**src/rtl/pixel_pkg.sv**
```systemverilog
// Shared pixel types for the edge-detector pipeline.
// Holds the column height, the RGB pixel struct, the column array type and
// the colour-channel enum used by byte-serial links between pipeline stages.
package pixel_pkg;

  localparam int PixelHeight = 5;
  localparam int ColorWidth  = 8;

  typedef struct packed {
    logic [ColorWidth-1:0] red;
    logic [ColorWidth-1:0] green;
    logic [ColorWidth-1:0] blue;
  } Pixel;

  // Element 0 is the first pixel received (top of the column).
  typedef Pixel [0:PixelHeight-1] PixelArray;

  typedef enum logic [1:0] {
    RED   = 2'd0,
    GREEN = 2'd1,
    BLUE  = 2'd2
  } Channel;

endpackage

```
**src/rtl/pixel_column_reader.sv**
```systemverilog
// pixel_column_reader
// Reassembles a byte stream (red, green, blue per pixel, pixel 0 first) into
// full PixelArray columns. Framing is checked with an optional start-of-column
// marker; a misplaced marker resynchronises the stream and raises a sticky
// error flag.
//
// Ports:
//   clock        in   rising-edge clock
//   resetN       in   asynchronous active-low reset
//   byteData     in   stream byte
//   byteValid    in   byteData valid
//   byteStart    in   byte is red of pixel 0
//   byteReady    out  byte accepted this cycle when byteValid is high
//   columnData   out  assembled column (held while not accepted)
//   columnValid  out  columnData valid
//   columnReady  in   downstream accepts the column
//   syncError    out  sticky framing error
//   errorClear   in   clears syncError (a new error in the same cycle wins)
//   columnCount  out  number of columns delivered, wraps
//
// The PixelHeight and ColorWidth parameters must match the pixel_pkg values,
// since the column port uses the shared PixelArray type.
module pixel_column_reader #(
  parameter int PixelHeight = pixel_pkg::PixelHeight,
  parameter int ColorWidth  = pixel_pkg::ColorWidth,
  parameter int CountWidth  = 16
) (
  input  logic                   clock,
  input  logic                   resetN,
  input  logic [ColorWidth-1:0]  byteData,
  input  logic                   byteValid,
  input  logic                   byteStart,
  output logic                   byteReady,
  output pixel_pkg::PixelArray   columnData,
  output logic                   columnValid,
  input  logic                   columnReady,
  output logic                   syncError,
  input  logic                   errorClear,
  output logic [CountWidth-1:0]  columnCount
);

  import pixel_pkg::*;

  localparam int IdxW = (PixelHeight > 1) ? $clog2(PixelHeight) : 1;
  localparam logic [IdxW-1:0] LastIdx = IdxW'(PixelHeight - 1);
  localparam logic [IdxW-1:0] ZeroIdx = {IdxW{1'b0}};

  Channel                 state_q, state_d;
  logic [IdxW-1:0]        index_q, index_d;
  PixelArray              stage_q, stage_d;
  PixelArray              col_data_q, col_data_d;
  logic                   col_valid_q, col_valid_d;
  logic                   sync_err_q, sync_err_d;
  logic [CountWidth-1:0]  count_q, count_d;

  logic out_free_s;
  logic at_last_s;
  logic at_origin_s;
  logic byte_ready_s;
  logic accept_s;
  logic err_set_s;
  logic complete_s;

  // Handshake qualifiers: stall only the column-completing byte when the output is occupied.
  always_comb begin
    out_free_s   = !col_valid_q || columnReady;
    at_last_s    = (state_q == BLUE) && (index_q == LastIdx);
    at_origin_s  = (state_q == RED) && (index_q == ZeroIdx);
    byte_ready_s = !(at_last_s && !out_free_s);
    accept_s     = byteValid && byte_ready_s;
  end

  // Channel FSM, staging writes and resynchronisation on a misplaced start marker.
  always_comb begin
    state_d    = state_q;
    index_d    = index_q;
    stage_d    = stage_q;
    err_set_s  = 1'b0;
    complete_s = 1'b0;
    if (accept_s) begin
      if (byteStart && !at_origin_s) begin
        // Drop the partial column and treat this byte as red of pixel 0.
        stage_d        = '0;
        stage_d[0].red = byteData;
        state_d        = GREEN;
        index_d        = ZeroIdx;
        err_set_s      = 1'b1;
      end else begin
        case (state_q)
          RED: begin
            stage_d[index_q].red = byteData;
            state_d              = GREEN;
          end
          GREEN: begin
            stage_d[index_q].green = byteData;
            state_d                = BLUE;
          end
          BLUE: begin
            stage_d[index_q].blue = byteData;
            state_d               = RED;
            if (index_q == LastIdx) begin
              index_d    = ZeroIdx;
              complete_s = 1'b1;
            end else begin
              index_d = index_q + IdxW'(1);
            end
          end
          default: begin
            state_d = RED;
            index_d = ZeroIdx;
          end
        endcase
      end
    end else begin
      state_d = state_q;
    end
  end

  // Output register, sticky error flag and delivered-column counter.
  always_comb begin
    col_data_d  = col_data_q;
    col_valid_d = col_valid_q;
    sync_err_d  = sync_err_q;
    count_d     = count_q;
    // stage_d already contains the completing byte.
    if (complete_s) begin
      col_data_d  = stage_d;
      col_valid_d = 1'b1;
    end else if (col_valid_q && columnReady) begin
      col_valid_d = 1'b0;
    end else begin
      col_valid_d = col_valid_q;
    end
    if (err_set_s) begin
      sync_err_d = 1'b1;
    end else if (errorClear) begin
      sync_err_d = 1'b0;
    end else begin
      sync_err_d = sync_err_q;
    end
    if (col_valid_q && columnReady) begin
      count_d = count_q + CountWidth'(1);
    end else begin
      count_d = count_q;
    end
  end

  // State registers with asynchronous active-low reset.
  always_ff @(posedge clock or negedge resetN) begin
    if (!resetN) begin
      state_q     <= RED;
      index_q     <= ZeroIdx;
      stage_q     <= '0;
      col_data_q  <= '0;
      col_valid_q <= 1'b0;
      sync_err_q  <= 1'b0;
      count_q     <= {CountWidth{1'b0}};
    end else begin
      state_q     <= state_d;
      index_q     <= index_d;
      stage_q     <= stage_d;
      col_data_q  <= col_data_d;
      col_valid_q <= col_valid_d;
      sync_err_q  <= sync_err_d;
      count_q     <= count_d;
    end
  end

  assign byteReady   = byte_ready_s;
  assign columnData  = col_data_q;
  assign columnValid = col_valid_q;
  assign syncError   = sync_err_q;
  assign columnCount = count_q;

endmodule

```
**config.mk**
```make
export PLATFORM = sky130hd
export DESIGN_NAME = pixel_column_reader
export DESIGN_NICKNAME = d
export VERILOG_FILES = /design/src/rtl/pixel_pkg.sv /design/src/rtl/pixel_column_reader.sv
export SDC_FILE = /design/constraint.sdc
export NUM_CORES = 1
export LEC_CHECK = 0
export ABC_AREA = 1
export CORE_ASPECT_RATIO = 1.75
export CORE_MARGIN = 8
export CORE_UTILIZATION = 48
export DETAILED_ROUTE_END_ITERATION = 8
export MAX_ROUTING_LAYER = met4
export PLACE_DENSITY = 0.74
export SKIP_LAST_GASP = 1
export SYNTH_ARGS = -nofsm -noshare
export SYNTH_HDL_FRONTEND = slang
export SYNTH_SLANG_ARGS = --single-unit
```
**constraint.sdc**
```tcl
create_clock -name clock -period 1.7 [get_ports clock]
set_input_delay 0.17 -clock clock [delete_from_list [all_inputs] [get_ports clock]]
set_output_delay 0.17 -clock clock [all_outputs]
set_load 0.03 [all_outputs]
```
==> flow_summary.yaml, run 1 <==
global_routing:
  track_usage: 0.281
  grt_antenna_before_repair: 0
  grt_pass1_wl_um: 64400
  grt_pass1_vias: 12000
  grt_overflow: 0
  grt_max_degree: 50
clock_tree:
  htreeDepth: 1
  insertion_delay_ns: 0.59
  clkTransAtPathRegs_ns: 0.08
  cts_tree: "built"
  clock_sinks: 263
  clk_path_buf_depth: 3
  cts_made_buffers: 24
  cts-root-buf: "clkbuf_16"
sta:
  drv_slew: 0
  hold_viol: 0
  finalCriticalPeriod_ns: 2.30
  slew_headroom: 0.607
  setup_viol: 250
  fin_ws_ns: -0.602
  rsz0062_at_grt: "yes"
  period_share: 1.35
  tns_ns: -76.75
  skew_ns: 0.0313
  max_freq_ghz: 0.434
  worst_pin_slew_ns: 0.588
setup_path:
  critPathRequiredTime_ns: 2.20
  rr_endpoint: "columnData[5]"
  path_max_fanout: 9
  r2r_cells: 10
  startpoint_type: "register"
  cp.arrival_ns: 2.80
  endpoint_kind: "register"
  critPathKind: "reg2reg"
  regToRegStartpoint: "state_q[1]"
  regToRegSetupSlack_ns: -0.60
floorplan:
  die_h_um: 222
  io_pins: 153
  core_area_um2: 23900
  dieWidth_um: 134
  start_util: 0.486
  rows: 75
  die_area_um2: 29700
synth:
  synth-seq-cells: 263
  syn_area_um2: 11600
  ys_async_sr_fraction: 1.00
  ys_types: 29
  synth_fp_nets: 1439
  yosys_warnings: 0
  synth_ff_type: "dfrtp_1"
  synth_area_per_cell_um2: 8.18
  seq_area_frac_synth: 0.566
  synth_edf_count: 0
  syn_inst: 1422
detailed_routing:
  drt.antenna.violating_nets: 0
  dr.pass1.iters: 6
  drc: 0
  drt-vias-per-instance: 6.09
  vias: 12700
  finalWirelength_um: 53800
  wire_per_inst_um: 25.9
  drt_iter0_drc: 1835
power_and_ir_drop:
  finalPower_w: 0.0155
  p_leak_nw: 9.84
  power_density_nw_per_um2: 831
  ir_worst_vdd_mv: 0.836
status:
  status: "finished, violations left"
  violations: "setup timing"
place:
  portBuffers: 152
  dp_hpwl_um: 24900
  placedCellCount: 1958
  place_ws_ns: -0.295
  place.gp.congestion: 0.936
worst_hold_path:
  hp-class: "in2async"
finish:
  insertedDiodeCount: 0
  area_growth_pct: 60.4
  utilization: 0.779
  final_cells: 2080
  design.final.nets: 1771
  final_common_cell: "nand2_1"
  final_cell_mix: "335 x nand2_1, 259 x dfrtp_1, 153 x inv_1, 138 x dlygate4sd2_1, 135 x nor2_1"
  nFillCells: 1300
  drive_gt1_frac: 0.338
job:
  drv_cap: 0
[where the power goes]
group	internal, W	switching (W)
logic	0.00111	0.00181
clock network	0.00316	0.00265
registers	0.00657	0.000194
total	0.0108	0.00465
[metal layers]
metal | share of wire | GRT usage | wire [um] | vias up
met2 | 0.47 | 0.472 | 25100 | 1157
met4 | 0.099 | 0.206 | 5340 | 0
met3 | 0.11 | 0.0445 | 6100 | 437
met1 | 0.32 | 0.293 | 17300 | 6020
met5 | 0 | - | 0 | -
li1 | - | - | - | 5049
[cells by family after synthesis]
logic type / synth area share
AOI/OAI and AO/OA: 0.0393
and+or+nand+nor: 0.294
adders and majority gates: 0.00323
muxes: 0.000861
buffers and inverters: 0.0862
DFF: 0.566
xor gates and xnor gates: 0.0105
[final cells by class]
class                      count  area [um^2]  area share
clock buffer                  36          737      0.0395
timing repair inverter         4         67.6     0.00362
clock inverter                 8         73.8     0.00396
tap                          308          385      0.0207
multi-input combinational    914         5730       0.307
sequential                   263         6590       0.353
inverter                     189          768      0.0412
timing repair buffer         358         4300       0.230
[state kept, by name, summed over array words and instances (netlist names)]
signal,cells
columnData,120
stage_q,120
columnCount,16
index_q,3
state_q,2
columnValid,1
syncError,1
[cells in the mapped netlist (4+ instances only)]
master / instances / area (um^2)
nor3_2: 11 / 110
inv_1: 179 / 672
and2_1: 6 / 37.5
nor3_1: 15 / 75.1
clkbuf_1: 9 / 33.8
o21ai_1: 11 / 55.1
dfrtp_1: 263 / 6580
nand4_1: 26 / 163
xor2_1: 9 / 78.8
inv_2: 10 / 37.5
nor2_1: 177 / 664
o22ai_1: 9 / 56.3
o21ai_0: 68 / 340
and3_1: 18 / 113
nand2_1: 462 / 1730
nand3_2: 4 / 40.0
buf_2: 36 / 180
xnor2_1: 5 / 43.8
buf_4: 9 / 67.6
nand3_1: 77 / 385
[what timing repair did]
item                       4_1_cts  5_1_grt
cloned                          29       19
setup endpoints to repair      270      244
pin swaps                       72       94
setup buffers                   25        9
hold endpoints to repair       244        0
resized for setup              309      369
hold buffers                     1        0
[worst max-delay path by stage]
| stage | startpoint | end |
|---|---|---|
| after CTS | index_q[1] | byteReady |
| after floorplan | index_q[0] | columnData[15] |
| after global routing | state_q[1] | columnData[5] |
| after detailed placement | columnReady | columnData[31] |
| after global placement | columnReady | columnData[43] |
| final | state_q[1] | columnData[5] |
[critical path: stages (launching register included)]
cell	delay (ns)
dfrtp_1	0.46
nor2_2	0.37
nand3_2	0.14
nand2_2	0.15
nand2_2	0.08
nor2_4	0.17
buf_12	0.18
buf_12	0.19
buf_12	0.13
nand4_1	0.16
nand2_1	0.14
[stage by stage]
step	cell area [um^2]	hold slack [ns]
CTS	16900	0.164
detailed placement	14600	0.127
floorplan	11900	-0.126
finish	18600	0.108
global placement	14600	0.131
global route	18600	0.163
No activity file was read; power rests on OpenSTA's default activity.
==> inputs of run 2 (changes only) <==
--- a/config.mk
+++ b/config.mk
@@ -16,3 +16,4 @@
 export SYNTH_ARGS = -nofsm -noshare
 export SYNTH_HDL_FRONTEND = slang
 export SYNTH_SLANG_ARGS = --single-unit
+export TNS_END_PERCENT = 20
==> constraint.sdc (replaced) <==
create_clock -name clock -period 2.1 [get_ports clock]
set_input_delay 0.21 -clock clock [delete_from_list [all_inputs] [get_ports clock]]
set_output_delay 0.21 -clock clock [all_outputs]
set_load 0.03 [all_outputs]
==> flow_summary.yaml, run 2 (synthesis results as in run 1) <==
power_and_ir_drop:
  p_leak_nw: 7.76
  power_density_nw_per_um2: 808
  ir_worst_vdd_mv: 0.581
status:
  status: "finished clean"
clock_tree:
  cts_made_buffers: 24
  cts_tree: "built"
  clk_path_buf_depth: 3
  clkTransAtPathRegs_ns: 0.07
  clock_sinks: 263
  insertion_delay_ns: 0.54
  htreeDepth: 1
  cts-root-buf: "clkbuf_16"
sta:
  hold_viol: 0
  finalCriticalPeriod_ns: 2.04
  setup_viol: 0
  drv_slew: 0
  rsz0062_at_grt: "yes"
  worst_pin_slew_ns: 0.565
  skew_ns: 0.0167
  period_share: 0.973
  max_freq_ghz: 0.489
  holdWs_ns: 0.240
  slew_headroom: 0.623
place:
  placedCellCount: 1875
  dp_hpwl_um: 23500
  portBuffers: 152
  place.gp.congestion: 0.921
floorplan:
  io_pins: 153
  die_area_um2: 29700
  core_area_um2: 23900
  rows: 75
  start_util: 0.486
  die_h_um: 222
  dieWidth_um: 134
global_routing:
  grt_antenna_before_repair: 0
  grt_pass1_vias: 9790
  track_usage: 0.228
  grt_pass1_wl_um: 52800
  grt_overflow: 0
  grt_max_degree: 69
finish:
  area_growth_pct: 26.4
  ff_latch_area_um2: 6580
  drive_gt1_frac: 0.0813
  final_cells: 1920
  multiInputGateArea_um2: 4060
  final_cell_mix: "461 x nand2_1, 263 x dfrtp_1, 179 x inv_1, 176 x nor2_1, 150 x clkdlybuf4s50_1"
  design.final.nets: 1611
  insertedDiodeCount: 0
  nFillCells: 2052
  final_common_cell: "nand2_1"
setup_path:
  startpoint_type: "register"
  endpoint_kind: "register"
  critPathKind: "reg2reg"
  regToRegStartpoint: "index_q[1]"
  r2r_cells: 11
  path_max_fanout: 34
  cp.arrival_ns: 2.49
  critPathRequiredTime_ns: 2.55
  regToRegSetupSlack_ns: 0.06
  rr_endpoint: "columnData[80]"
detailed_routing:
  wire_per_inst_um: 17.1
  drt-vias-per-instance: 5.05
  vias: 9696
  drc: 0
  finalWirelength_um: 32900
  drt.antenna.violating_nets: 0
  drt_iter0_drc: 860
  dr.pass1.iters: 5
worst_hold_path:
  hp-class: "in2async"
job:
  drv_cap: 0
## run 2: metrics by stage
| stage | TNS, ns | worst slack, ns | total power [W] | cell area [um^2] | util |
|---|---|---|---|---|---|
| finish | 0 | 0.0558 | 0.0119 | 14700 | 0.614 |
| global placement | 0 | 0.0167 | 0.00684 | 13800 | 0.576 |
| floorplan | 0 | 0.161 | 0.00626 | 11600 | - |
| detailed placement | -0.0243 | -0.0221 | 0.00688 | 13800 | 0.576 |
| CTS | 0 | 0.0266 | 0.0120 | 14700 | 0.614 |
| global route | -0.305 | -0.0563 | 0.0123 | 14700 | 0.614 |
## run 2: worst max-delay path by stage
stage,startpoint,end,cells after the start
2_1_floorplan,index_q[0],columnData[100],11
3_3_place_gp,columnReady,columnCount[14],9
3_5_place_dp,columnReady,columnData[78],10
4_1_cts,index_q[1],columnData[78],12
5_1_grt,index_q[0],columnData[80],11
6_report,index_q[1],columnData[80],11
## run 2: final cells by class
type                    instances  area share
clock buffers                  32      0.0477
clock inverters                12      0.0148
inverters                     189      0.0484
multi-input cells             913       0.276
flip-flops and latches        263       0.448
well taps                     308      0.0262
repair buffers                203       0.139
## run 2: power breakdown
part	leakage, nW	internal, W	switching (W)
clock	0.455	0.00310	0.00198
sequential	3.60	0.00531	0.000118
combinational	3.70	0.000464	0.000901
## run 2: what timing repair did
action | in CTS | in global routing
hold buffers | 1 | 0
pin swaps | 0 | 0
setup endpoints to repair | 1 | 23
endpoints found under the hold margin | 55 | 0
setup buffers | 0 | 0
resized for setup | 5 | 1
## run 2: critical path, stage by stage, from the launching register on
cell	delay (ns)
dfrtp_1	0.38
inv_1	0.10
ha_1	0.18
nand2_1	0.12
inv_2	0.11
nand3_4	0.15
nand2_4	0.16
nor2_4	0.06
inv_2	0.10
buf_12	0.19
nand3_1	0.18
o21ai_0	0.20
## run 2: layer usage
| layer | up-vias | track usage | share of wire |
|---|---|---|---|
| met3 | 51 | 0.0211 | 0.041 |
| met5 | - | - | 0 |
| met4 | 0 | 0.0866 | 0.032 |
| met1 | 4661 | 0.274 | 0.42 |
| met2 | 270 | 0.387 | 0.51 |
| li1 | 4714 | - | - |
